==> src/rtl/sync_fifo_param.sv <==
// Parametrised single-clock FIFO with occupancy count, programmable almost
// flags, overflow/underflow pulses and an optional first-word-fall-through read.
module sync_fifo_param #(
   parameter int unsigned DATA_WIDTH = 8,
   parameter int unsigned DEPTH      = 8,
   parameter int unsigned AF_THRESH  = DEPTH - 2,
   parameter int unsigned AE_THRESH  = 2,
   parameter bit          FWFT       = 1'b0
) (
   input  logic                    clk,
   input  logic                    reset,
   input  logic                    write,
   input  logic [DATA_WIDTH-1:0]   data_in,
   input  logic                    read,
   output logic [DATA_WIDTH-1:0]   data_out,
   output logic                    full,
   output logic                    empty,
   output logic                    almost_full,
   output logic                    almost_empty,
   output logic [$clog2(DEPTH):0]  count,
   output logic                    overflow,
   output logic                    underflow
);

   localparam int unsigned ADDR_W = $clog2(DEPTH);
   localparam int unsigned CNT_W  = ADDR_W + 1;

   logic [DATA_WIDTH-1:0] mem_q [DEPTH];

   logic [ADDR_W-1:0] wr_ptr_q, wr_ptr_d;
   logic [ADDR_W-1:0] rd_ptr_q, rd_ptr_d;
   logic [CNT_W-1:0]  count_q, count_d;
   logic              ovf_q, ovf_d;
   logic              udf_q, udf_d;
   logic              wr_en, rd_en;
   logic [DATA_WIDTH-1:0] rd_word;

   // Handshake: a request is accepted on the edge where it is high and the
   // FIFO can take it (write while not full, read while not empty), judged on
   // the pre-edge count. A refused request leaves all state untouched and only
   // raises the matching error pulse for one cycle.
   always_comb begin
      wr_en    = write & ~full;
      rd_en    = read & ~empty;
      wr_ptr_d = wr_ptr_q;
      rd_ptr_d = rd_ptr_q;
      count_d  = count_q;
      ovf_d    = write & full;
      udf_d    = read & empty;
      if (wr_en) wr_ptr_d = wr_ptr_q + ADDR_W'(1);
      if (rd_en) rd_ptr_d = rd_ptr_q + ADDR_W'(1);
      case ({wr_en, rd_en})
         2'b10:   count_d = count_q + CNT_W'(1);
         2'b01:   count_d = count_q - CNT_W'(1);
         default: count_d = count_q;
      endcase
   end

   always_ff @(posedge clk) begin
      if (reset) begin
         wr_ptr_q <= '0;
         rd_ptr_q <= '0;
         count_q  <= '0;
         ovf_q    <= 1'b0;
         udf_q    <= 1'b0;
      end else begin
         wr_ptr_q <= wr_ptr_d;
         rd_ptr_q <= rd_ptr_d;
         count_q  <= count_d;
         ovf_q    <= ovf_d;
         udf_q    <= udf_d;
      end
   end

   // Storage is deliberately not reset; the pointers alone define validity.
   always_ff @(posedge clk) begin
      if (wr_en && !reset) mem_q[wr_ptr_q] <= data_in;
   end

   assign rd_word = mem_q[rd_ptr_q];

   generate
      if (FWFT) begin : g_fwft
         assign data_out = empty ? '0 : rd_word;
      end else begin : g_std
         logic [DATA_WIDTH-1:0] dout_q, dout_d;

         always_comb begin
            dout_d = dout_q;
            if (rd_en) dout_d = rd_word;
         end

         always_ff @(posedge clk) begin
            if (reset) dout_q <= '0;
            else       dout_q <= dout_d;
         end

         assign data_out = dout_q;
      end
   endgenerate

   assign count        = count_q;
   assign full         = (count_q == CNT_W'(DEPTH));
   assign empty        = (count_q == '0);
   assign almost_full  = (count_q >= CNT_W'(AF_THRESH));
   assign almost_empty = (count_q <= CNT_W'(AE_THRESH));
   assign overflow     = ovf_q;
   assign underflow    = udf_q;

endmodule
==> config.mk <==
export PLATFORM = sky130hd
export DESIGN_NAME = sync_fifo_param
export DESIGN_NICKNAME = d
export VERILOG_FILES = /design/src/rtl/sync_fifo_param.sv
export SDC_FILE = /design/constraint.sdc
export NUM_CORES = 1
export LEC_CHECK = 0
export BUFFER_PORTS_ARGS = -buffer_cell sky130_fd_sc_hd__buf_2
export CORE_MARGIN = 8
export CORE_UTILIZATION = 35
export DETAILED_ROUTE_END_ITERATION = 12
export GPL_TIMING_DRIVEN = 0
export PLACE_DENSITY_LB_ADDON = 0.25
export REMOVE_ABC_BUFFERS = 1
export SETUP_SLACK_MARGIN = 0.15
export SLEW_MARGIN = 15
export SYNTH_ARGS = -nofsm -noshare
export SYNTH_HDL_FRONTEND = slang
export SYNTH_SLANG_ARGS = --single-unit
==> constraint.sdc <==
create_clock -name clk -period 3.36 [get_ports clk]
set_clock_uncertainty 0.15 [all_clocks]
set_input_delay 0.336 -clock clk [delete_from_list [all_inputs] [get_ports clk]]
set_output_delay 0.336 -clock clk [all_outputs]
set_load 0.01 [all_outputs]
==> results of run 1 <==
## kinds of logic (layout without fill, tap and decap cells)
| group | count (synthesis) | in the layout | synth area share (%) |
|---|---|---|---|
| flip-flops | 84 | 84 | 69.1 |
| AND/OR/NAND/NOR | 55 | 55 | 9.75 |
| multiplexers | 19 | 19 | 11.6 |
| AO/OA/AOI/OAI | 18 | 18 | 3.57 |
| buffers and inverters | 12 | 48 | 2.27 |
| XOR/XNOR | 7 | 7 | 1.82 |
| adder cells (fa/ha/maj) | 5 | 5 | 1.86 |
## worst reg2reg max path: stages (launching register included)
cell	delay, ns
dfxtp_1	0.53
o41a_1	0.69
ha_1	0.45
or3_1	0.39
o32ai_1	0.15
mux2_2	0.37
## final cells by class
cell class	count	area (sq um)
Sequential cell	84	2320
Timing Repair Buffer	31	160
Multi-Input combinational cell	104	973
Clock buffer	9	124
Inverter	1	3.75
Clock inverter	7	81.3
Fill cell	862	5460
Tap cell	129	161
## where the power goes
group          total (mW)  switching, mW  internal (mW)
Sequential           1.35          0.131           1.22
Clock               0.732          0.376          0.356
Combinational       0.664          0.346          0.318
Total                2.75          0.853           1.90
## worst min path at each step
stage	from	to	cells past startpoint
after global routing	data_in[3]	mem_q[5][3]	1
after floorplan	reset	wr_ptr_q[1]	1
final	data_in[3]	mem_q[7][3]	1
after detailed placement	data_out[6]	data_out[6]	2
after CTS	data_in[3]	mem_q[1][3]	1
after global placement	data_out[4]	data_out[4]	2
## per-layer routing
layer,track usage (%),up-vias
met5,0,-
met2,16.8,30
li1,-,835
met1,11.8,897
met3,2.59,9
met4,5.86,0
## stage by stage
step / cell area, sq um / setup WS [ns] / util [%] / total power, mW / std cells
after floorplan: 3290 / 0.749 / - / 1.81 / 189
after global placement: 3600 / 0.254 / 38.7 / 2.04 / 347
after detailed placement: 3620 / 0.516 / 39.0 / 2.06 / 349
after CTS: 3830 / 0.494 / 41.2 / 2.79 / 365
after global routing: 3830 / 0.300 / 41.2 / 2.91 / 365
final: 3830 / 0.520 / 41.2 / 2.75 / 365
## synthesized netlist by cell type, drive strengths merged, types with 2 or more instances
cell type	instances
a21oi	4
buf	9
clkbuf	2
dfxtp	20
edfxtp	64
ha	5
mux2i	2
mux4	16
nand2	5
nand2b	4
nand3	2
nor2	23
nor2b	4
nor3	10
o22ai	8
or3	3
xor2	6
## registers in the layout (all words and copies together), names as in the netlist
| signal | count |
|---|---|
| mem_q | 64 |
| data_out | 8 |
| count | 4 |
| rd_ptr_q | 3 |
| wr_ptr_q | 3 |
| overflow | 1 |
| underflow | 1 |
## cell usage in the layout (no fill, tap or decap), drive strengths merged
master / Yosys / layout
o22ai: 8 / 8
a21oi: 4 / 4
nand3: 2 / 2
dfxtp: 20 / 20
o41a: 1 / 1
nand4b: 1 / 1
nand2b: 4 / 4
a21o: 1 / 1
clkinv: 0 / 2
edfxtp: 64 / 64
nor2: 23 / 23
or4b: 1 / 1
mux2i: 2 / 2
nor4: 1 / 1
mux4: 16 / 16
nor3: 10 / 10
ha: 5 / 5
bufinv: 0 / 1
o32ai: 1 / 1
a211oi: 1 / 1
or3: 3 / 3
clkbuf: 2 / 9
xnor2: 1 / 1
and3b: 1 / 1
inv: 1 / 5
xor2: 6 / 6
nand2: 5 / 5
a31oi: 1 / 1
nor2b: 4 / 4
buf: 9 / 31
mux2: 1 / 1
o21ai: 1 / 1
==> results by group, run 1 <==
Critical path
  – Crit-path cells: o41a_1 -> ha_1 -> or3_1 -> o32ai_1 -> mux2_2
  – CP delay by family, top: compound AO/OA/AOI/OAI gates
  – Worst EP arrival: roughly 3 ns
  – End of the worst register-to-register path: count[3]
  – Worst Path Buf+Inv: 0
  – Max incr delay on CP: roughly 0.69 ns
  – Setup crit end kind: flop
  – R2R Setup Slk: about 0.52 ns
  – Critical Path Fanout Max: 15
  – Levels on crit path: 5
  – Critical Path RT: approximately 3.5 ns
  – Crit Path Class: reg -> reg
  – Slowest cell on the critical path: o41a_1
  – Reg-to-reg startpoint: count[1]
  – Startpoint types: flop
  – Reg2Reg Depth: 5
  – Critical Path End: count[3]
  – Crit path from: count[1]

Floorplanning
  – I/O pins: 30
  – Core area: ~0.0093 sq mm
  – Die W: roughly 110 um
  – Site row count: 35
  – Die span in y: approximately 110 um
  – Die area: between 0.01 and 0.015 sq mm
  – Initial core utilization: between 30% and 40%

Synthesis
  – Sequential cell area fraction in the yosys report: approximately 69%
  – Yosys top cell area share: around 57%
  – Post-Syn Area per Cell: around 17 sq um
  – Most used DFF post-synth: edfxtp_1
  – Post-synth EDFFs: 64
  – Post-synthesis async set-or-reset flop share: 0%
  – Synth area leader: edfxtp_1
  – Synth Warn #: 0
  – Synthesized cell area: around 0.0034 sq mm
  – Synth Instances: 200
  – Yosys reg bits: 84
  – Ranking of synthesized cells by area: edfxtp_1 57%, dfxtp_1 12%, mux4_2 11%, nor2_1 2.6%, nor3_2 2.4%
  – Distinct cells, synth: 40

Pwr
  – Power per Cell Area: 719 mW/mm^2
  – Peak VDD IR: between 0.2 and 0.25 mV
  – Leakage power: around 1.3 nW

Job
  – Max cap viols: 0

CTS
  – Hold buffer count at CTS: 0
  – CTS tree: built
  – Post-CTS setup buffers: 0
  – Htree depth: 3
  – Max Buffers Root-to-Sink: 2
  – CTS clk-pin slew, worst paths: 0.09 ns
  – Clk_lat worst skew: roughly 0.35 ns
  – CTS-repair resized insts: 0
  – Root buf cell: clkbuf_8
  – CTS Buf Count: 9
  – Clock tree sinks: 84

Global route
  – First-pass GRT wire length: between 9000 and 10000 um
  – Initial antenna violation count: 0
  – Vias in the first global route: 1810
  – All-layer global routing usage: a little over 10%
  – Largest net degree at the start of global routing: 23
  – GRT overflow: 0

STA
  – FMAX: between 0.3 and 0.4 GHz
  – Relative slew slack: 37.0%
  – # setup viols final: 0
  – Sum Neg Setup Slack: 0 ns
  – Final Cycle Share: a little over four fifths
  – Unrepaired setup endpoints after global routing: false
  – Final Critical Period: ~2.8 ns
  – Fin. max-slew vios: 0
  – Worst slew pin tran: ~0.94 ns
  – Final hold vios: 0
  – Fin Hold WS: about 0.092 ns

Min path
  – Worst hold-check path type: in -> reg

Finish
  – Nets: 248
  – P&R area growth vs syn: 13.8%
  – Ratio of cells with drive above 1 in the final layout: about a third
  – N_diodes: 0

Routing
  – Met2 routed WL: 3100 um
  – Pre-antenna DRT Iters: 4
  – DRT Wirelength: 6180 um
  – Via Count: approximately 1800
  – ANT nets after route: 0
  – Via density per instance: ~4.9
  – WL met1: about 2700 um
  – Uppermost layer routed: met4
  – DR iter-0 viols: 90
  – Routed len/inst: between 15 and 20 um
  – Drc violations: 0
  – Met3 wire len: approximately 230 um

Placed design
  – # port buffers: 29
  – Detail Placement HPWL: 3930 um
  – Final Wtd Congestion: a little over 0.7

Run status
  – Status: finished clean
Power figures use the tool's default switching activity.
==> run 2: changes to the inputs <==
Clock period 3.36 ns to 2.9 ns, I/O delays scaled along.
==> results by group, run 2 (synthesis results as in run 1) <==
Floorplanning
  – Die span in y: 114 um (unchanged)
  – Site row count: 35 (unchanged)
  – Die W: 114 um (unchanged)
  – Initial core utilization: 36.2% (unchanged)
  – Die area: 0.0130 sq mm (unchanged)
  – Core area: 0.00928 sq mm (unchanged)
  – I/O pins: 30 (unchanged)

Global route
  – GRT overflow: 0 (unchanged)
  – Vias in the first global route: 1810 (unchanged)
  – All-layer global routing usage: 10.2% (+0.023 points)
  – Largest net degree at the start of global routing: 23 (unchanged)
  – First-pass GRT wire length: 9740 um (+0.21%)
  – Initial antenna violation count: 0 (unchanged)

Routing
  – Routed len/inst: 17.0 um (+0.45%)
  – Pre-antenna DRT Iters: 4 (unchanged)
  – ANT nets after route: 0 (unchanged)
  – Drc violations: 0 (unchanged)
  – DR iter-0 viols: 95 (+5.6%)
  – Via density per instance: 4.87 (+0.45%)
  – Via Count: 1779 (+0.45%)
  – DRT Wirelength: 6200 um (+0.45%)

Critical path
  – Reg-to-reg startpoint: count[2]
  – CP delay by family, top: simple AND/OR/NAND/NOR gates
  – Setup crit end kind: flop
  – Critical Path Fanout Max: 11 (-4)
  – Worst EP arrival: 2.71 ns (-0.23 ns)
  – R2R Setup Slk: 0.28 ns (-0.24 ns)
  – Slowest cell on the critical path: or4b_4
  – End of the worst register-to-register path: count[3]
  – Startpoint types: flop
  – Reg2Reg Depth: 6 (+1)
  – Crit Path Class: reg -> reg
  – Worst Path Buf+Inv: 0 (unchanged)
  – Max incr delay on CP: 0.59 ns (-0.10 ns)
  – Critical Path RT: 2.99 ns (-0.47 ns)
  – Crit-path cells: or4b_4 -> nand2_4 -> ha_1 -> or3_1 -> o32ai_1 -> mux2_2

Finish
  – Final Util: 41.4% (+0.19 points)
  – N_diodes: 0 (unchanged)
  – Max reg flops: 64 (unchanged)
  – P&R area growth vs syn: 14.4%
  – Ratio of cells with drive above 1 in the final layout: 36.4% (+2.1 points)
  – Commonest non-fill, non-tap cells in the layout: 64 x edfxtp_1, 29 x buf_2, 23 x nor2_1, 16 x mux4_2, 16 x dfxtp_1
  – Nets: 248 (unchanged)
  – Commonest non-fill, non-tap cell in the layout: edfxtp_1
  – Fillcell total: 859 (-0.35%)
  – Largest Register: mem_q

Placed design
  – Final Wtd Congestion: 0.718 (unchanged)
  – # port buffers: 29 (unchanged)
  – Detail Placement HPWL: 3930 um (unchanged)
  – Dpl ws: 0.0556 ns (-0.460 ns)

Pwr
  – Leakage power: 1.33 nW (+0.60%)
  – Power per Cell Area: 834 mW/mm^2 (+16%)
  – Peak VDD IR: 0.222 mV (+11%)
  – Pwr Total: 3.21 mW (+17%)

Run status
  – Status: finished clean

CTS
  – Hold buffer count at CTS: 0 (unchanged)
  – CTS tree: built
  – Htree depth: 3 (unchanged)
  – Clock tree sinks: 84 (unchanged)
  – CTS clk-pin slew, worst paths: 0.09 ns (about the same)
  – Post-CTS setup buffers: 0 (unchanged)
  – Max Buffers Root-to-Sink: 2 (unchanged)
  – CTS Buf Count: 9 (unchanged)
  – Clk_lat worst skew: 0.35 ns (about the same)
  – Root buf cell: clkbuf_8

STA
  – Final Cycle Share: 90.2% (+5.7 points)
  – Worst slew pin tran: 0.909 ns (-0.0339 ns)
  – Relative slew slack: 39.2% (+2.1 points)
  – Setup slack after layout: 0.285 ns (-0.235 ns)
  – Final Critical Period: 2.62 ns (-0.225 ns)
  – # setup viols final: 0 (unchanged)
  – Unrepaired setup endpoints after global routing: false
  – FMAX: 0.382 GHz (+8.6%)
  – Fin. max-slew vios: 0 (unchanged)
  – Final hold vios: 0 (unchanged)
  – Sum Neg Setup Slack: 0 ns (unchanged)

Job
  – Max cap viols: 0 (unchanged)

Min path
  – Hold EP: mem_q[7][3]
  – Worst hold path stage count: 1 (unchanged)
  – HP Start: data_in[3]
  – Worst hold-check path type: in -> reg
-- run 2: cell counts in the layout (fill, tap and decap cells not counted) --
Identical to the previous run, type by type.
-- run 2: worst max path at each step --
stage	start	endpoint	slack [ns]	depth (start not counted)
after global routing	count[2]	count[2]	0.16	9
after detailed placement	count[1]	count[3]	0.06	5
final	count[2]	count[3]	0.28	6
after global placement	count[1]	mem_q[0][2]	-0.21	4
after CTS	count[0]	count[3]	0.18	5
after floorplan	count[1]	count[3]	0.29	6
-- run 2: timing repair --
| item | 4_1_cts | 5_1_grt |
|---|---|---|
| pin swaps | 0 | 0 |
| setup endpoints to repair | 2 | 2 |
| gates resized for setup | 2 | 4 |
-- run 2: cell type report --
type | instances | area [sq um] | area share [%]
flip-flops and latches | 84 | 2330 | 60.5
multi-input cells | 104 | 987 | 25.7
well taps | 129 | 161 | 4.20
repair buffers | 31 | 160 | 4.17
clock buffers | 9 | 124 | 3.22
clock inverters | 7 | 81.3 | 2.12
inverters | 1 | 3.75 | 0.0976
-- run 2: per-stage QoR --
step                      std cells  hold slack [ns]  area (sq um)
after detailed placement        349            0.334          3620
final                           365           0.0459          3840
after floorplan                 189            0.202          3290
after global placement          347            0.326          3600
after CTS                       365           0.0314          3830
after global routing            365           0.0402          3840
-- run 2: where the power goes --
| part | switching [mW] | internal [mW] | leakage, nW |
|---|---|---|---|
| Sequential | 0.156 | 1.42 | 0.743 |
| Clock | 0.436 | 0.413 | 0.107 |
| Combinational | 0.402 | 0.381 | 0.481 |
| Total | 0.994 | 2.21 | 1.33 |
-- run 2: metal layers --
| layer | part of all wire, % | track usage, % |
|---|---|---|
| met2 | 51 | 16.8 |
| met5 | 0 | 0 |
| met3 | 3.8 | 2.59 |
| met4 | 2.1 | 5.86 |
| met1 | 44 | 11.9 |
